<file path="src/rtl/game_sprite_control.sv">
// Sprite position/velocity controller: frame-divided motion steps, on-screen tracking and raster hit test.
// Define GAME_SPRITE_WRAP_EN to wrap the sprite around the screen instead of freezing it at the edge.
module game_sprite_control #(
    parameter int SCREEN_W   = 640,
    parameter int SCREEN_H   = 480,
    parameter int SPRITE_W   = 8,
    parameter int SPRITE_H   = 8,
    parameter int UPDATE_DIV = 2
) (
    input  logic       clk,
    input  logic       reset,
    input  logic       write_xy,
    input  logic       write_dxy,
    input  logic       enable_update,
    input  logic       frame_tick,
    input  logic [9:0] x0,
    input  logic [9:0] y0,
    input  logic [3:0] dx0,
    input  logic [3:0] dy0,
    input  logic [9:0] pixel_x,
    input  logic [9:0] pixel_y,
    output logic [9:0] x,
    output logic [9:0] y,
    output logic       within_screen,
    output logic       sprite_hit
);

    localparam logic [7:0]  DIV_LAST = 8'(UPDATE_DIV - 1);
    localparam logic [10:0] SPR_W11  = 11'(SPRITE_W);
    localparam logic [10:0] SPR_H11  = 11'(SPRITE_H);

    logic signed [11:0] pos_x, pos_y;
    logic signed [11:0] sum_x, sum_y;
    logic signed [11:0] next_x, next_y;
    logic        [3:0]  vel_x, vel_y;
    logic        [7:0]  div_cnt;
    logic               step;
    logic               next_within;
    logic               hit_now;

`ifdef GAME_SPRITE_WRAP_EN
    localparam logic signed [11:0] SCR_W12 = 12'(SCREEN_W);
    localparam logic signed [11:0] SCR_H12 = 12'(SCREEN_H);

    // A single correction suffices: one step moves at most 8 pixels.
    function automatic logic signed [11:0] wrap_coord(input logic signed [11:0] v,
                                                      input logic signed [11:0] lim);
        if (v[11])
            return v + lim;
        else if (v >= lim)
            return v - lim;
        else
            return v;
    endfunction
`else
    localparam logic signed [13:0] SCR_W14 = 14'(SCREEN_W);
    localparam logic signed [13:0] SCR_H14 = 14'(SCREEN_H);
    localparam logic signed [13:0] SPR_W14 = 14'(SPRITE_W);
    localparam logic signed [13:0] SPR_H14 = 14'(SPRITE_H);

    function automatic logic on_screen(input logic signed [11:0] px,
                                       input logic signed [11:0] py);
        logic signed [13:0] ex, ey;
        ex = {{2{px[11]}}, px};
        ey = {{2{py[11]}}, py};
        return !ex[13] && (ex + SPR_W14 <= SCR_W14) &&
               !ey[13] && (ey + SPR_H14 <= SCR_H14);
    endfunction
`endif

    assign x = pos_x[9:0];
    assign y = pos_y[9:0];

    assign step  = frame_tick && enable_update && (div_cnt == DIV_LAST) && within_screen;
    assign sum_x = pos_x + {{8{vel_x[3]}}, vel_x};
    assign sum_y = pos_y + {{8{vel_y[3]}}, vel_y};

    always_comb begin
        next_x = pos_x;
        next_y = pos_y;
        if (write_xy) begin
            next_x = {2'b00, x0};
            next_y = {2'b00, y0};
        end else if (step) begin
`ifdef GAME_SPRITE_WRAP_EN
            next_x = wrap_coord(sum_x, SCR_W12);
            next_y = wrap_coord(sum_y, SCR_H12);
`else
            next_x = sum_x;
            next_y = sum_y;
`endif
        end
`ifdef GAME_SPRITE_WRAP_EN
        next_within = 1'b1;
`else
        // A frozen sprite re-evaluates to 0 here, which keeps it frozen until write_xy.
        next_within = on_screen(next_x, next_y);
`endif
    end

    assign hit_now = within_screen &&
                     ({1'b0, pixel_x} >= {1'b0, x}) && ({1'b0, pixel_x} < {1'b0, x} + SPR_W11) &&
                     ({1'b0, pixel_y} >= {1'b0, y}) && ({1'b0, pixel_y} < {1'b0, y} + SPR_H11);

    always_ff @(posedge clk or posedge reset) begin
        if (reset) begin
            pos_x         <= '0;
            pos_y         <= '0;
            vel_x         <= '0;
            vel_y         <= '0;
            div_cnt       <= '0;
            within_screen <= 1'b1;
            sprite_hit    <= 1'b0;
        end else begin
            pos_x         <= next_x;
            pos_y         <= next_y;
            within_screen <= next_within;
            sprite_hit    <= hit_now;
            if (write_dxy) begin
                vel_x <= dx0;
                vel_y <= dy0;
            end
            if (write_xy || !enable_update)
                div_cnt <= '0;
            else if (frame_tick)
                div_cnt <= (div_cnt == DIV_LAST) ? '0 : div_cnt + 8'd1;
        end
    end

endmodule

</file>
<file path="config.mk">
export PLATFORM = sky130hd
export DESIGN_NAME = game_sprite_control
export DESIGN_NICKNAME = d
export VERILOG_FILES = /design/src/rtl/game_sprite_control.sv
export SDC_FILE = /design/constraint.sdc
export NUM_CORES = 1
export LEC_CHECK = 0
export BUFFER_PORTS_ARGS = -buffer_cell sky130_fd_sc_hd__buf_2
export CELL_PAD_IN_SITES_DETAIL_PLACEMENT = 1
export CELL_PAD_IN_SITES_GLOBAL_PLACEMENT = 1
export CORE_MARGIN = 5
export CORE_UTILIZATION = 43
export CTS_CLUSTER_DIAMETER = 40
export DETAILED_ROUTE_END_ITERATION = 6
export GPL_TIMING_DRIVEN = 0
export PLACE_DENSITY_LB_ADDON = 0.25
export SKIP_LAST_GASP = 1
export SLEW_MARGIN = 20
export SYNTH_ARGS = -nofsm -noshare
export SYNTH_HDL_FRONTEND = slang
export SYNTH_SLANG_ARGS = --single-unit
export TNS_END_PERCENT = 30
</file>
<file path="constraint.sdc">
create_clock -name clk -period 4.7 [get_ports clk]
set_input_delay 0.47 -clock clk [delete_from_list [all_inputs] [get_ports clk]]
set_output_delay 0.47 -clock clk [all_outputs]
set_load 0.02 [all_outputs]
</file>
==> results of run 1 <==
cell usage after synthesis, drive strengths merged, types with 3 or more instances:
master	number	area share [%]
nor2	35	2.9
nor3b	3	0.61
nor4	6	1.2
a221oi	3	0.59
a211oi	4	0.67
a211o	6	1.2
o31a	3	0.59
o211ai	5	0.84
xnor2	12	2.3
a31oi	12	1.7
nand3	16	1.8
nor2b	7	0.98
dfrtp	41	23
nor3	18	2.3
and4	4	0.78
o21ai	23	2.6
a21o	15	2.5
o21a	8	1.3
o311ai	3	0.59
and3	13	1.8
inv	43	3.6
o31ai	12	2.0
mux2	10	2.5
or2	4	0.56
nand2	39	3.3
xor2	7	1.4
a21oi	23	2.6
clkbuf	8	0.67
o32a	3	0.67
nand4	13	1.8
buf	27	4.4
mux2i	6	1.3
ha	62	17
cells in the final DEF, fill, tap and decap left out, types with 7 or more instances in the layout:
cell type	netlist	routed
buf_4	21	21
nand4_1	13	13
mux2_2	10	10
a31oi_1	12	12
o31ai_1	12	12
xnor2_1	12	12
nor2_1	35	35
a21o_1	15	15
ha_1	62	62
buf_2	3	76
nand2_1	39	39
o21a_1	8	8
inv_1	43	42
and3_1	13	13
a21oi_1	23	23
o21ai_0	22	22
nor2b_1	7	7
nand3_1	16	16
clkbuf_1	8	8
nor3_1	17	17
dfrtp_1	41	41
xor2_1	7	7
logic make-up after synthesis:
family          count (synthesis)  share of synthesized area (%)
xor+xnor                       19                           3.71
flops                          42                           23.5
simple gates                  172                           20.4
compound gates                138                           21.6
mux                            16                           3.85
fa+ha+maj                      64                           18.2
buf+inv                        79                           8.79
flip-flops by register name, summed over array words and instances (netlist names):
register	count
div_cnt	8
pos_x	12
pos_y	12
sprite_hit	1
vel_x	4
vel_y	4
within_screen	1
area by class of cell:
cell class                      count  area share (%)
Clock buffer                        5            1.34
Multi-Input combinational cell    409            59.2
Timing Repair Buffer               74            7.51
Inverter                           44            3.22
Tap cell                          136            3.32
Sequential cell                    42            20.5
Clock inverter                      3           0.415
Buffer                             35            4.46
how the worst max path moves through the flow:
stage | startpoint | end | slack, ns | cells past startpoint
after global placement | div_cnt[1]$_DFFE_PP0P_ | within_screen$_DFF_PP1_ | 0.64 | 16
after CTS | div_cnt[1]$_DFFE_PP0P_ | within_screen$_DFF_PP1_ | 0.47 | 16
after detailed placement | div_cnt[1]$_DFFE_PP0P_ | within_screen$_DFF_PP1_ | 0.52 | 16
final | div_cnt[1]$_DFFE_PP0P_ | within_screen$_DFF_PP1_ | 0.42 | 16
after global routing | div_cnt[1]$_DFFE_PP0P_ | within_screen$_DFF_PP1_ | 0.22 | 16
after floorplan | div_cnt[1]$_DFFE_PP0P_ | within_screen$_DFF_PP1_ | 1.24 | 14
power by group through the flow:
stage / logic, mW / clock network, mW / registers (mW)
final: 0.580 / 0.254 / 0.435
after CTS: 0.582 / 0.262 / 0.435
after detailed placement: 0.578 / 0 / 0.443
after global placement: 0.545 / 0 / 0.441
after floorplan: 0.412 / 0 / 0.429
after global routing: 0.645 / 0.279 / 0.441
through the flow:
stage          total power, mW  hold slack [ns]  worst slack, ns  utilization (%)
6_report                  1.27            0.117            0.417             50.2
4_1_cts                   1.28            0.120            0.475             50.2
2_1_floorplan            0.841            0.485             1.24                -
3_5_place_dp              1.02            0.456            0.519             49.3
5_1_grt                   1.36            0.126            0.219             50.2
3_3_place_gp             0.987            0.499            0.636             49.1
per-layer routing:
metal / share of wire [%] / wire [um] / vias to the layer above / global-route usage [%]
met4: 1.6 / 224 / 0 / 4.49
met3: 4.2 / 575 / 13 / 3.13
li1: - / - / 2113 / -
met1: 44 / 6040 / 2157 / 27.6
met2: 50 / 6960 / 90 / 38.9
met5: 0 / 0 / - / 0
==> impl_metrics.json, run 1 <==
{
  "fin_crit_ns": 4.28,
  "htreeDepth": 2,
  "cts_buffers": 5,
  "core_um2": 10200,
  "port_buffers": 73,
  "fin_crit_sh_pct": 91.1,
  "grt_max_degree": 31,
  "wirelength_um": 13800,
  "avgViaCountPerCell": 5.85,
  "synth-async-reset-ratio_pct": 100,
  "dr.pass1.iters": 4,
  "yosys_warnings": 0,
  "finClkSkew_ns": 0.00802,
  "cts_tree": "yes",
  "peakVddDrop_mv": 0.195,
  "critPathCaptureType": "flop",
  "finalNonFillerCells": 748,
  "post_synth_num_cell_types": 69,
  "crit_slowest_cell": "nor3_4",
  "post_cts_buffers": 0,
  "drv_slew": 0,
  "dp.cells": 740,
  "ff2ff_path_depth": 16,
  "maxCapViolCount": 0,
  "r2r-start": "div_cnt[1]$_DFFE_PP0P_",
  "switching_share_pct": 41.3,
  "syn2layout_area_growth_pct": 14.4,
  "ios": 76,
  "combPwrFrac_pct": 45.7,
  "synth_cells": 530,
  "crit_buf_inv": 3,
  "syn_area_per_cell_um2": 8.46,
  "p_per_area_nw_per_um2": 247,
  "fillers": 1287,
  "reg2reg_setup_slack_ns": 0.42,
  "groute.usage.overall_pct": 21.7,
  "n_antenna_cell": 0,
  "cpPeakStageDelay_ns": 0.53,
  "hold_class": "primary input to async pin",
  "required_ns": 4.91,
  "crit_arrival_ns": 4.49,
  "power_frac_clock_pct": 20.0,
  "antenna_found_initial": 0,
  "crit_chain": "inv_1, ha_1, or3b_2, clkbuf_1, nor3_4, o211ai_1, a31oi_1, ha_1, inv_1, o311a_1, nand4b_1, a311oi_1, nor4_1, o221ai_1, o21ai_1, a211oi_1",
  "slew_headroom_pct": 31.0,
  "hold_viol": 0,
  "p_seq_share_pct": 34.3,
  "setup_tns_ns": 0,
  "fmax_mhz": 234,
  "gp_congestion": 0.859,
  "regArea_um2": 1050,
  "dr.first_iter.drc_count": 219,
  "wl_per_cell_um": 18.4,
  "die_h_um": 112,
  "ant_nets": 0,
  "synth-seq-area-share_pct": 23.5,
  "postCtsHoldBufs": 0,
  "final_cell_area_um2": 5130,
  "start_util_pct": 43.8,
  "clockBufferDepth": 2,
  "crit_fanout": 10,
  "grt_pass1_vias": 4620,
  "dieArea_um2": 12600,
  "cts_resized": 0,
  "path_class": "flop to flop",
  "dp_hpwl_um": 11400,
  "tightest_slew_ns": 1.02,
  "cp-start-kind": "flop",
  "grt_pass1_wl_um": 22700,
  "fp.dieW_um": 112,
  "finalSetupViolCount": 0,
  "clock-root-buffer": "clkbuf_8",
  "num-nets-final": 729,
  "ys.flop_type": "dfrtp_1",
  "cts_sinks": 42,
  "r2r-end": "within_screen$_DFF_PP1_",
  "syn_nets": 648,
  "ys_ff_latch": 42,
  "cp_top_family": "compound AO/OA/AOI/OAI gates",
  "drcViolationCount": 0,
  "status": "complete, no violations",
  "syn-cell-area_um2": 4490,
  "clkTransAtPathRegs_ns": 0.10,
  "rows": 37,
  "multi_input_area_um2": 3040,
  "vias": 4373,
  "synth_edf_count": 0,
  "rsz0062_at_grt": "false",
  "overflow": 0,
  "clock_latency_ns": 0.30,
  "place_area_um2": 5040,
  "drive_gt1_share_pct": 21.4,
  "switchingPower_mw": 0.523,
  "intPower_mw": 0.745,
  "p_leak_nw": 2.54
}
No activity file was read; power rests on OpenSTA's default activity.
==> run 2, diff against run 1 <==
Settings changed: ABC_AREA set to 1, CORE_UTILIZATION 43 to 42.
==> impl_metrics.json, run 2 <==
{
  "syn2layout_area_growth_pct": 15.3,
  "hold_class": "primary input to async pin",
  "synth_area_leaders": "dfrtp_1 22%, ha_1 16%, nand2_1 14%",
  "maxCapViolCount": 0,
  "finClkSkew_ns": 0.00608,
  "port_buffers": 73,
  "grt_pass1_vias": 5120,
  "wirelength_um": 15100,
  "p_leak_nw": 2.97,
  "n_antenna_cell": 0,
  "crit_buf_inv": 1,
  "drive_gt1_share_pct": 18.4,
  "post_cts_buffers": 0,
  "wl_per_cell_um": 16.5,
  "synth_top_area_share_pct": 21.5,
  "post_synth_num_cell_types": 47,
  "synth-adder-area-share_pct": 17.1,
  "syn_area_per_cell_um2": 6.86,
  "clkTransAtPathRegs_ns": 0.07,
  "met2_usage_pct": 39.9,
  "clock_latency_ns": 0.29,
  "dr.pass1.iters": 4,
  "peakVddDrop_mv": 0.170,
  "fin_util_pct": 50.0,
  "vias": 4916,
  "dieArea_um2": 13600,
  "fin_crit_sh_pct": 62.5,
  "htreeDepth": 2,
  "start_util_pct": 43.4,
  "synth_xor_area_share_pct": 3.13,
  "antenna_found_initial": 0,
  "postCtsHoldBufs": 0,
  "synth-async-reset-ratio_pct": 100,
  "syn_nets": 812,
  "drv_slew": 0,
  "ys.flop_type": "dfrtp_1",
  "netlist.top_cell.by_area": "dfrtp_1",
  "grt_pass1_wl_um": 24600,
  "avgViaCountPerCell": 5.37,
  "grtUsageMet1_pct": 28.9,
  "fmax_mhz": 341,
  "core_um2": 11000,
  "p_per_area_nw_per_um2": 268,
  "num-nets-final": 893,
  "yosysMostFrequentCell": "nand2_1",
  "slew_headroom_pct": 52.8,
  "yosys_warnings": 0,
  "cp_top_family": "simple AND/OR/NAND/NOR gates",
  "crit_path_frequent_cell": "nand2_1",
  "cpPeakStageDelay_ns": 0.47,
  "rsz0062_at_grt": "false",
  "required_ns": 4.93,
  "groute.usage.overall_pct": 22.9,
  "most-common-layout-cells": "174 x nand2_1, 89 x inv_1, 79 x buf_2",
  "fin_crit_ns": 2.94,
  "synth_top_family_by_area": "simple AND/OR/NAND/NOR gates",
  "met3_usage_pct": 2.90,
  "die_h_um": 116,
  "ios": 76,
  "finalSetupViolCount": 0,
  "synth_cells": 694,
  "final_common_cell": "nand2_1",
  "crit_slowest_cell": "fa_1",
  "status": "complete, no violations",
  "grt_max_degree": 33,
  "path_class": "flop to flop",
  "rows": 38,
  "hold_viol": 0,
  "fp.dieW_um": 116,
  "clock-root-buffer": "clkbuf_16",
  "dp_hpwl_um": 12500,
  "cp-start-kind": "flop",
  "grt.busiest_layer": "met2",
  "cts_buffers": 5,
  "cts_tree": "yes",
  "synth_edf_count": 0,
  "fillers": 1467,
  "critPathCaptureType": "flop",
  "syn-cell-area_um2": 4760,
  "cts_resized": 0,
  "cts_sinks": 42,
  "crit_chain": "ha_1, fa_1, nand3_1, nand2_1, nand2_1, a21oi_1, o21ai_2, ha_1, nand3_1, nor3_2, nand2_1, nand2_1, inv_1, nand2_1, nand3_1, nor2_1",
  "setup_tns_ns": 0,
  "ys_ff_latch": 42,
  "synthMuxAreaShare_pct": 1.89,
  "synth-seq-area-share_pct": 22.1,
  "dr.first_iter.drc_count": 229,
  "crit_fanout": 4,
  "ant_nets": 0,
  "yosys.area_share.simple_pct": 33.0,
  "tightest_slew_ns": 0.709,
  "yosys-top-cells-count": "174 x nand2_1, 90 x inv_1, 63 x nor2_1, 62 x ha_1, 57 x nand3_1",
  "largestRegisters": "pos_x x12, pos_y x12, div_cnt x8",
  "crit_arrival_ns": 3.16,
  "overflow": 0,
  "gp_congestion": 0.855,
  "synth-compound-area-share_pct": 11.0,
  "drcViolationCount": 0,
  "clockBufferDepth": 2
}
run 2: cell types whose count changed in the layout (fill, tap and decap cells not counted), sizes merged, moves of 9 or more:
cell / delta
inv: +48
a21oi: +30
a21o: -13
nand2: +143
nand3: +41
o31ai: -11
a31oi: -9
nor2: +33
and3: -13
run 2: cell families (layout without fill, tap and decap cells):
kind of cell / Yosys count / after routing
and+or+nand+nor: 350 / 350
buffers and inverters: 122 / 204
AOI/OAI and AO/OA: 91 / 91
adders and majority gates: 64 / 64
DFF: 42 / 42
xor gates and xnor gates: 17 / 17
muxes: 8 / 8
run 2: stage by stage:
| step | cell area [um^2] | hold WS, ns | std cells | setup slack [ns] | total power, mW |
|---|---|---|---|---|---|
| floorplan | 4760 | 0.485 | 694 | 2.25 | 0.884 |
| global placement | 5300 | 0.506 | 907 | 1.88 | 1.03 |
| detailed placement | 5320 | 0.434 | 908 | 1.79 | 1.07 |
| CTS | 5490 | 0.128 | 916 | 1.75 | 1.48 |
| global route | 5490 | 0.151 | 916 | 1.58 | 1.59 |
| finish | 5490 | 0.118 | 916 | 1.76 | 1.47 |
run 2: final timing paths:
kind,depth (start not counted),startpoint,to,slack [ns]
max reg2reg,16,pos_x[0]$_DFF_PP0_,within_screen$_DFF_PP1_,1.76
max in group asynchronous,3,reset,within_screen$_DFF_PP1_,4.04
min reg2reg,1,vel_x[2]$_DFFE_PP0P_,vel_x[2]$_DFFE_PP0P_,0.52
min in group clk,2,dy0[1],vel_y[1]$_DFFE_PP0P_,0.42
min,2,reset,pos_x[11]$_DFF_PP0_,0.12
max,16,pos_x[0]$_DFF_PP0_,within_screen$_DFF_PP1_,1.76
run 2: where the power goes:
| part | internal (mW) | switching, mW | total, mW |
|---|---|---|---|
| registers | 0.388 | 0.0472 | 0.435 |
| clock network | 0.251 | 0.153 | 0.404 |
| logic | 0.247 | 0.384 | 0.630 |
run 2: area by class of cell:
| cell class | count | area [um^2] | area share [%] |
|---|---|---|---|
| repair buffers | 74 | 385 | 7.02 |
| well taps | 140 | 175 | 3.19 |
| multi-input cells | 530 | 3150 | 57.4 |
| clock inverters | 2 | 37.5 | 0.684 |
| inverters | 92 | 350 | 6.38 |
| plain buffers | 30 | 210 | 3.83 |
| flip-flops and latches | 42 | 1050 | 19.2 |
| clock buffers | 6 | 129 | 2.35 |
run 2: per-layer routing:
layer  wire length (um)  vias to the layer above
li1                   -                     2426
met1               6640                     2347
met2               7310                      110
met3                679                       33
met4                464                        0
met5                  0                        -
==> run 3, diff against run 2 <==
Clock period 4.7 ns to 2.75 ns, I/O delays scaled along.
==> impl_metrics.json, run 3 (synthesis gave the netlist of run 2 again) <==
{
  "dr.first_iter.drc_count": 229,
  "hold_viol": 0,
  "n_antenna_cell": 0,
  "reg2reg_setup_slack_ns": 0.11,
  "met3_usage_pct": 2.90,
  "cts_sinks": 42,
  "grt_pass1_wl_um": 24600,
  "fin_crit_sh_pct": 96.1,
  "path_class": "flop to flop",
  "clock_latency_ns": 0.29,
  "antenna_found_initial": 0,
  "ant_nets": 0,
  "gp_congestion": 0.855,
  "wl_per_cell_um": 16.6,
  "cpPeakStageDelay_ns": 0.59,
  "cts_tree": "yes",
  "drive_gt1_share_pct": 21.1,
  "grtUsageMet1_pct": 28.8,
  "start_util_pct": 43.4,
  "grt_pass1_vias": 5136,
  "clockBufferDepth": 2,
  "fmax_mhz": 378,
  "hp-start": "dy0[1]",
  "r2r-start": "within_screen$_DFF_PP1_",
  "ios": 76,
  "r2r-end": "within_screen$_DFF_PP1_",
  "status": "complete, no violations",
  "clkTransAtPathRegs_ns": 0.06,
  "wirelength_um": 15300,
  "fillers": 1457,
  "finalNonFillerCells": 922,
  "crit_path_frequent_cell": "nand2_1",
  "whs_ns": 0.225,
  "tightest_slew_ns": 0.682,
  "dp_hpwl_um": 12500,
  "hold_class": "primary input to flop",
  "met2_usage_pct": 40.2,
  "vias": 4931,
  "cts_buffers": 5,
  "clock-root-buffer": "clkbuf_16",
  "grt.busiest_layer": "met2",
  "num-nets-final": 899,
  "finalSetupViolCount": 0,
  "dieArea_um2": 13600,
  "port_buffers": 73,
  "dr.pass1.iters": 4,
  "required_ns": 2.97,
  "slew_headroom_pct": 54.5,
  "largestRegisters": "pos_x x12, pos_y x12, div_cnt x8",
  "crit_fanout": 10,
  "die_h_um": 116,
  "fin_util_pct": 51.1,
  "min_delay_path_depth": 2,
  "grt_max_degree": 33,
  "fp.dieW_um": 116,
  "overflow": 0,
  "rsz0062_at_grt": "true",
  "fin_crit_ns": 2.64,
  "rows": 38,
  "dp_slack_ns": -0.158,
  "syn2layout_area_growth_pct": 17.8,
  "ff2ff_path_depth": 16,
  "p_leak_nw": 2.99,
  "worst_slack_ns": 0.107,
  "cp_top_family": "simple AND/OR/NAND/NOR gates",
  "crit_chain": "inv_1, nor3_4, nand2_4, buf_6, a21oi_4, nand2_2, nand2_4, ha_2, nand3_4, nor3_4, nand2_1, nand2_1, inv_1, nand2_1, nand3_1, nor2_1",
  "htreeDepth": 2,
  "critPathCaptureType": "flop",
  "crit_buf_inv": 3,
  "drcViolationCount": 0,
  "final_common_cell": "nand2_1",
  "finClkSkew_ns": 0.00366,
  "avgViaCountPerCell": 5.35,
  "maxCapViolCount": 0,
  "crit_arrival_ns": 2.87,
  "core_um2": 11000,
  "p_per_area_nw_per_um2": 455,
  "dp.cells": 908,
  "peakVddDrop_mv": 0.268,
  "drv_slew": 0,
  "crit_slowest_cell": "dfstp_2",
  "groute.usage.overall_pct": 22.9,
  "cp-start-kind": "flop",
  "hold_end": "vel_y[1]$_DFFE_PP0P_",
  "most-common-layout-cells": "173 x nand2_1, 89 x inv_1, 78 x buf_2"
}
run 3: cell count changes in the layout (fill, tap and decap cells not counted), sizes merged:
cell,before,now
dlygate4sd3,0,1
clkbuf,7,8
buf,103,107
run 3: per-layer routing:
metal / up-vias / share of wire, %
met1: 2338 / 43
met2: 116 / 48
li1: 2442 / -
met3: 35 / 5.4
met4: 0 / 3.4
met5: - / 0
run 3: worst max path at each step:
stage	start	endpoint	slack, ns	cells past startpoint
final	within_screen$_DFF_PP1_	within_screen$_DFF_PP1_	0.11	16
after detailed placement	pos_x[0]$_DFF_PP0_	within_screen$_DFF_PP1_	-0.16	16
after floorplan	pos_x[0]$_DFF_PP0_	within_screen$_DFF_PP1_	0.30	17
after global placement	pos_x[0]$_DFF_PP0_	within_screen$_DFF_PP1_	-0.07	17
after global routing	pos_y[0]$_DFF_PP0_	within_screen$_DFF_PP1_	-0.02	15
after CTS	pos_x[0]$_DFF_PP0_	within_screen$_DFF_PP1_	0.02	16
run 3: cell type report:
class                      count  area [um^2]  share of cell area (%)
buffer                        30          213                    3.79
clock buffer                   6          129                    2.30
clock inverter                 2         37.5                   0.669
inverter                      92          350                    6.25
multi-input combinational    530         3220                    57.3
sequential                    42         1060                    18.8
tap                          140          175                    3.12
timing repair buffer          80          433                    7.72
run 3: metrics by stage:
stage               TNS, ns  total power, mW  cell area (um^2)
CTS                       0             2.53              5530
floorplan                 0             1.51              4760
detailed placement   -0.158             1.82              5320
global placement    -0.0650             1.76              5300
global route        -0.0150             2.75              5610
finish                    0             2.55              5610
run 3: timing repair:
| item | CTS | global route |
|---|---|---|
| hold endpoints to repair | 10 | 0 |
| pin swaps | 2 | 4 |
| gates resized for setup | 6 | 16 |
| setup buffers | 1 | 4 |
| hold buffers | 1 | 0 |
| setup endpoints to repair | 1 | 2 |
run 3: power breakdown:
part,switching [mW],internal (mW)
sequential,0.0801,0.664
clock,0.262,0.429
combinational,0.672,0.442
total,1.01,1.54
run 3: worst reg2reg max path: cells and delay by family, from the launching register on:
kind                     cells  cell delay, ns
buffers and inverters        3            0.32
adder cells (fa/ha/maj)      1            0.22
flip-flops                   1            0.59
AO/OA/AOI/OAI                1            0.12
AND/OR/NAND/NOR             11            1.32
